--- src/rtl/btn_pkg.sv ---
// Shared types and 12 MHz default timing constants for the push-button debouncer.
package btn_pkg;

  typedef enum logic [1:0] {
    RELEASED     = 2'd0,
    PRESS_WAIT   = 2'd1,
    PRESSED      = 2'd2,
    RELEASE_WAIT = 2'd3
  } btn_state_e;

  // 5 ms settle, 500 ms to first repeat, 100 ms repeat period at 12 MHz.
  localparam int STABLE_CYCLES_12M = 60000;
  localparam int REPEAT_DELAY_12M  = 6000000;
  localparam int REPEAT_PERIOD_12M = 1200000;

endpackage

--- src/rtl/btn_debounce_chan.sv ---
// One button channel: 2-FF synchroniser, bounce-filter FSM with a saturating
// stability counter, and (with BTN_DEBOUNCE_REPEAT_EN) a hold auto-repeat counter.
module btn_debounce_chan
  import btn_pkg::*;
#(
  parameter int STABLE_CYCLES = STABLE_CYCLES_12M
`ifdef BTN_DEBOUNCE_REPEAT_EN
  ,
  parameter int REPEAT_DELAY  = REPEAT_DELAY_12M,
  parameter int REPEAT_PERIOD = REPEAT_PERIOD_12M
`endif
) (
  input  logic i_clk,
  input  logic i_rst_n,
  input  logic i_btn,
  output logic o_level,
  output logic o_press,
  output logic o_release
);

  localparam int CNT_W = $clog2(STABLE_CYCLES + 1);
  localparam logic [CNT_W-1:0] CNT_LAST = CNT_W'(STABLE_CYCLES - 1);
  localparam logic [CNT_W-1:0] CNT_MAX  = {CNT_W{1'b1}};

  logic             r_sync1, r_sync2;
  logic             w_sync;
  btn_state_e       r_state;
  logic [CNT_W-1:0] r_cnt, w_cnt_inc;
  logic             r_level, r_press, r_release;
  logic             w_rpt_fire;

  always_ff @(posedge i_clk or negedge i_rst_n) begin
    if (!i_rst_n) begin
      r_sync1 <= 1'b0;
      r_sync2 <= 1'b0;
    end else begin
      r_sync1 <= i_btn;
      r_sync2 <= r_sync1;
    end
  end

  assign w_sync    = r_sync2;
  assign w_cnt_inc = (r_cnt == CNT_MAX) ? r_cnt : r_cnt + 1'b1;

`ifdef BTN_DEBOUNCE_REPEAT_EN
  localparam int RPT_MAX = (REPEAT_DELAY > REPEAT_PERIOD) ? REPEAT_DELAY : REPEAT_PERIOD;
  localparam int RPT_W   = $clog2(RPT_MAX + 1);

  logic [RPT_W-1:0] r_rpt, w_rpt_lim;
  logic             r_rpt_first, w_held;

  // Counts only while the pin agrees with "pressed"; a bounce in RELEASE_WAIT freezes it.
  assign w_held     = w_sync && (r_state == PRESSED || r_state == RELEASE_WAIT);
  assign w_rpt_lim  = r_rpt_first ? RPT_W'(REPEAT_DELAY - 1) : RPT_W'(REPEAT_PERIOD - 1);
  assign w_rpt_fire = w_held && (r_rpt == w_rpt_lim);

  always_ff @(posedge i_clk or negedge i_rst_n) begin
    if (!i_rst_n) begin
      r_rpt       <= '0;
      r_rpt_first <= 1'b1;
    end else if (r_state == RELEASED || r_state == PRESS_WAIT) begin
      r_rpt       <= '0;
      r_rpt_first <= 1'b1;
    end else if (w_rpt_fire) begin
      r_rpt       <= '0;
      r_rpt_first <= 1'b0;
    end else if (w_held) begin
      r_rpt <= r_rpt + 1'b1;
    end
  end
`else
  assign w_rpt_fire = 1'b0;
`endif

  always_ff @(posedge i_clk or negedge i_rst_n) begin
    if (!i_rst_n) begin
      r_state   <= RELEASED;
      r_cnt     <= '0;
      r_level   <= 1'b0;
      r_press   <= 1'b0;
      r_release <= 1'b0;
    end else begin
      r_press   <= w_rpt_fire;
      r_release <= 1'b0;
      case (r_state)
        RELEASED: begin
          if (w_sync) begin
            r_state <= PRESS_WAIT;
            r_cnt   <= CNT_W'(1);
          end
        end
        PRESS_WAIT: begin
          if (!w_sync) begin
            r_state <= RELEASED;
            r_cnt   <= '0;
          end else if (r_cnt == CNT_LAST) begin
            r_state <= PRESSED;
            r_cnt   <= '0;
            r_level <= 1'b1;
            r_press <= 1'b1;
          end else begin
            r_cnt <= w_cnt_inc;
          end
        end
        PRESSED: begin
          if (!w_sync) begin
            r_state <= RELEASE_WAIT;
            r_cnt   <= CNT_W'(1);
          end
        end
        RELEASE_WAIT: begin
          if (w_sync) begin
            r_state <= PRESSED;
            r_cnt   <= '0;
          end else if (r_cnt == CNT_LAST) begin
            r_state   <= RELEASED;
            r_cnt     <= '0;
            r_level   <= 1'b0;
            r_release <= 1'b1;
          end else begin
            r_cnt <= w_cnt_inc;
          end
        end
        default: begin
          r_state <= RELEASED;
          r_cnt   <= '0;
        end
      endcase
    end
  end

  assign o_level   = r_level;
  assign o_press   = r_press;
  assign o_release = r_release;

endmodule

--- src/rtl/btn_debounce.sv ---
// Push-button front end: polarity normalisation plus N_BTN independent debounce channels.
// Optional auto-repeat on held buttons is enabled with `define BTN_DEBOUNCE_REPEAT_EN.
module btn_debounce
  import btn_pkg::*;
#(
  parameter int               N_BTN         = 4,
  parameter int               STABLE_CYCLES = STABLE_CYCLES_12M,
  parameter logic [N_BTN-1:0] ACTIVE_LOW    = N_BTN'(4'b0001),
  parameter int               REPEAT_DELAY  = REPEAT_DELAY_12M,
  parameter int               REPEAT_PERIOD = REPEAT_PERIOD_12M
) (
  input  logic             CLK,
  input  logic             RST_N,
  input  logic [N_BTN-1:0] btn_raw,
  output logic [N_BTN-1:0] btn_level,
  output logic [N_BTN-1:0] btn_press,
  output logic [N_BTN-1:0] btn_release
);

  if (STABLE_CYCLES < 2) begin : g_bad_stable
    $error("btn_debounce: STABLE_CYCLES must be >= 2");
  end
  if (REPEAT_DELAY < 1 || REPEAT_PERIOD < 1) begin : g_bad_repeat
    $error("btn_debounce: REPEAT_DELAY and REPEAT_PERIOD must be >= 1");
  end

  // Everything downstream of here sees 1 = pressed.
  logic [N_BTN-1:0] w_btn;
  assign w_btn = btn_raw ^ ACTIVE_LOW;

  for (genvar g = 0; g < N_BTN; g++) begin : g_chan
    btn_debounce_chan #(
      .STABLE_CYCLES (STABLE_CYCLES)
`ifdef BTN_DEBOUNCE_REPEAT_EN
      ,
      .REPEAT_DELAY  (REPEAT_DELAY),
      .REPEAT_PERIOD (REPEAT_PERIOD)
`endif
    ) u_chan (
      .i_clk     (CLK),
      .i_rst_n   (RST_N),
      .i_btn     (w_btn[g]),
      .o_level   (btn_level[g]),
      .o_press   (btn_press[g]),
      .o_release (btn_release[g])
    );
  end

endmodule

--- config.mk ---
export PLATFORM = sky130hd
export DESIGN_NAME = btn_debounce
export DESIGN_NICKNAME = d
export VERILOG_FILES = /design/src/rtl/btn_pkg.sv /design/src/rtl/btn_debounce_chan.sv /design/src/rtl/btn_debounce.sv
export SDC_FILE = /design/constraint.sdc
export NUM_CORES = 1
export LEC_CHECK = 0
export ABC_CLOCK_PERIOD_IN_PS = 2200
export CORE_MARGIN = 3
export CORE_UTILIZATION = 60
export DETAILED_ROUTE_END_ITERATION = 10
export PLACE_DENSITY = 0.89
export SETUP_SLACK_MARGIN = 0.5
export SYNTH_ARGS = -nofsm -noshare
export SYNTH_HDL_FRONTEND = slang
export SYNTH_SLANG_ARGS = --single-unit
--- constraint.sdc ---
create_clock -name CLK -period 2.2 [get_ports CLK]
set_input_delay 0.22 -clock CLK [delete_from_list [all_inputs] [get_ports CLK]]
set_output_delay 0.22 -clock CLK [all_outputs]
set_load 0.005 [all_outputs]
==> impl_metrics.json <==
{
  "syn_area_mm2": 0.00512,
  "cp_cell_sequence": "ha_4, nand4_1, nor4_4, buf_6, nor2_4, a31oi_1, a21oi_1",
  "layout_min_cycle_time_ps": 2130,
  "tns_ps": 0,
  "fillers": 326,
  "grt_first_pass_wirelength_um": 25600,
  "synth_top_family_by_area": "simple AND/OR/NAND/NOR gates",
  "rsz0062_at_grt": "yes",
  "die_area_mm2": 0.00969,
  "startpoint_type": "register",
  "cp_max_fo": 5,
  "rows": 33,
  "min_period_over_period_pct": 97.0,
  "placed_area_mm2": 0.00557,
  "nNetsFinal": 662,
  "cts-buffers-inserted": 9,
  "yosysWarnings": 0,
  "synth_edf_count": 0,
  "cts_tree": "built",
  "synthAdderAreaFrac_pct": 0.977,
  "critical_path_class": "register to register",
  "grt_pass1_vias": 5246,
  "hold_viol": 0,
  "crit_path_end_kind": "register",
  "critPathMaxStageDelay_ps": 540,
  "required_ps": 2450,
  "final_cells": 762,
  "leakagePower_nw": 2.96,
  "pin_count": 18,
  "vias_per_cell": 7.51,
  "synth_simple_gate_area_share_pct": 25.2,
  "drc": 0,
  "htreeDepth": 3,
  "fin_worst_skew_ps": 10.8,
  "synth_area_per_cell_um2": 9.12,
  "seq_area_frac_synth_pct": 44.9,
  "cts_root_buffer": "clkbuf_8",
  "drtIter0Drc": 611,
  "cap_violations": 0,
  "slowest_stage": "nor4_4",
  "fmax_mhz": 469,
  "timing.final.max_slew_violations": 0,
  "drive_gt1_share_pct": 39.7,
  "crit_arrival_ps": 2380,
  "routed_wl_um": 19400,
  "die_w_um": 98.4,
  "clock_latency_ps": 390,
  "utilization_pct": 86.5,
  "ys.flop_type": "dfrtp_1",
  "synth_cells": 562,
  "clock_sinks": 92,
  "vias": 5726,
  "hp-class": "input pin to register",
  "power_density_mw_per_mm2": 503,
  "synth_fp_nets": 572,
  "clockBufferDepth": 2,
  "irDropWorstVdd_uv": 337,
  "antenna_found_initial": 0,
  "diodes": 0,
  "syn_to_final_growth_pct": 39.3,
  "status": "finished, final reports clean",
  "worstMarginPinSlew_ps": 795,
  "hpwl_um": 7920,
  "grt-ovfl-total": 0,
  "synth_compound_area_share_pct": 21.9,
  "synth_xor_area_share_pct": 0.684,
  "design_area_mm2": 0.00714,
  "dp.cells": 680,
  "async_reset_ff_share_pct": 100,
  "relSlewSlack_pct": 46.8,
  "setup_viol": 0,
  "ys_ff_latch": 92,
  "grt_max_degree": 93,
  "fp.coreArea_mm2": 0.00826,
  "ant_nets": 0,
  "holdWs_ps": 277,
  "muxShareOfSynthArea_pct": 0.220,
  "dieHeight_um": 98.4,
  "globalplace.congestion": 0.923,
  "path_clk_slew_ps": 100,
  "initial_core_util_pct": 62.1,
  "ys_types": 63,
  "wire_per_inst_um": 25.4,
  "dr.pass1.iters": 8,
  "port_buffers": 17,
  "grt_util_all_layers_pct": 32.2
}
[cells by family after synthesis]
kind of cell,Yosys count
multiplexers,1
buffers and inverters,59
flip-flops,92
XOR/XNOR,4
adder cells (fa/ha/maj),4
AND/OR/NAND/NOR,227
AO/OA/AOI/OAI,175
[final timing paths]
check	startpoint	end	slack (ps)	cells after the start
max reg2reg	g_chan[2].u_chan.r_cnt[1]	g_chan[2].u_chan.r_cnt[10]	70	7
min in group asynchronous	RST_N	g_chan[1].u_chan.r_cnt[9]	410	3
min	btn_raw[3]	g_chan[3].u_chan.r_sync1	280	1
min reg2reg	g_chan[0].u_chan.r_sync1	g_chan[0].u_chan.r_sync2	350	0
max	g_chan[2].u_chan.r_cnt[1]	g_chan[2].u_chan.r_cnt[10]	70	7
max in group asynchronous	RST_N	g_chan[3].u_chan.r_cnt[11]	1400	3
[critical path: cells and delay by family, from the launching register on]
family,cells,cell delay [ps]
AO/OA/AOI/OAI,2,290
adder cells (fa/ha/maj),1,170
buffers and inverters,1,230
flip-flops,1,420
AND/OR/NAND/NOR,3,880
[state kept, by name, indices dropped and copies added (netlist names), named ones only]
name,flops
g_chan.u_chan.o_level,4
g_chan.u_chan.r_sync1,4
g_chan.u_chan.r_state,4
g_chan.u_chan.o_press,4
g_chan.u_chan.r_cnt,64
g_chan.u_chan.o_release,4
g_chan.u_chan.r_sync2,4
[cells in the final DEF, fill, tap and decap left out, types with 4 or more instances in the layout]
cell type	synthesis	final
dfrtp_1	92	84
buf_4	12	73
nand2_1	51	40
nor2_1	38	32
a31oi_1	36	31
nand4_1	25	25
nand3_1	29	23
a21oi_2	0	21
a21oi_1	48	21
buf_6	5	19
inv_1	18	18
clkdlybuf4s50_1	0	16
o21ai_2	2	12
a21o_1	12	12
nor2_4	0	11
and3_1	13	11
o21ai_0	29	11
clkbuf_8	0	9
o21ai_1	1	8
dfrtp_2	0	8
nor4_4	2	7
a41oi_2	0	7
and2_1	9	6
nand2_2	0	6
or2_4	0	6
a22o_1	6	6
a21oi_4	0	6
a31oi_4	0	5
or3_1	6	5
nand2_4	0	4
nand3_2	0	4
and4_4	0	4
and4_1	10	4
ha_4	0	4
[Yosys cell counts (8+ instances only)]
| master | count | area, µm² |
|---|---|---|
| a41oi_1 | 8 | 70.1 |
| a31oi_1 | 36 | 225 |
| dfrtp_1 | 92 | 2300 |
| and4_1 | 10 | 87.6 |
| o21ai_0 | 29 | 145 |
| nor2_1 | 38 | 143 |
| nand3_1 | 29 | 145 |
| a21o_1 | 12 | 90.1 |
| nand4_1 | 25 | 156 |
| and3_1 | 13 | 81.3 |
| clkbuf_1 | 17 | 63.8 |
| and2_1 | 9 | 56.3 |
| inv_1 | 18 | 67.6 |
| buf_4 | 12 | 90.1 |
| nand2_1 | 51 | 191 |
| a21oi_1 | 48 | 240 |
[stage by stage]
stage	setup slack, ps	power (mW)
after global routing	16.7	3.68
final	66.0	3.59
after detailed placement	-14.2	2.09
after floorplan	258	1.99
after global placement	4.57	2.07
after CTS	289	3.45
[area by class of cell]
| type | instances | area [µm²] | area share, % |
|---|---|---|---|
| clock buffer | 9 | 124 | 1.74 |
| clock inverter | 7 | 98.8 | 1.38 |
| inverter | 18 | 67.6 | 0.946 |
| multi-input combinational | 418 | 3390 | 47.5 |
| sequential | 92 | 2310 | 32.4 |
| tap | 105 | 131 | 1.84 |
| timing repair buffer | 113 | 1020 | 14.2 |
[repair_timing]
| item | in CTS | in global routing |
|---|---|---|
| gates resized for setup | 96 | 97 |
| pin swaps | 51 | 66 |
| gates cloned | 8 | 1 |
| hold buffers | 1 | 0 |
| endpoints found under the setup margin | 77 | 82 |
| setup buffers | 34 | 22 |
| hold endpoints to repair | 92 | 0 |
[metal layers]
metal	part of all wire [%]	global-route usage [%]
met5	0	0
met4	6.7	14.8
met3	11	5.52
met2	47	53.5
met1	35	41.5
[power breakdown]
part           leakage [nW]  internal, mW  switching, mW
logic                  1.62         0.188          0.243
registers              1.23          1.74         0.0946
clock network         0.110         0.648          0.682
(Power assumes the default switching activity.)
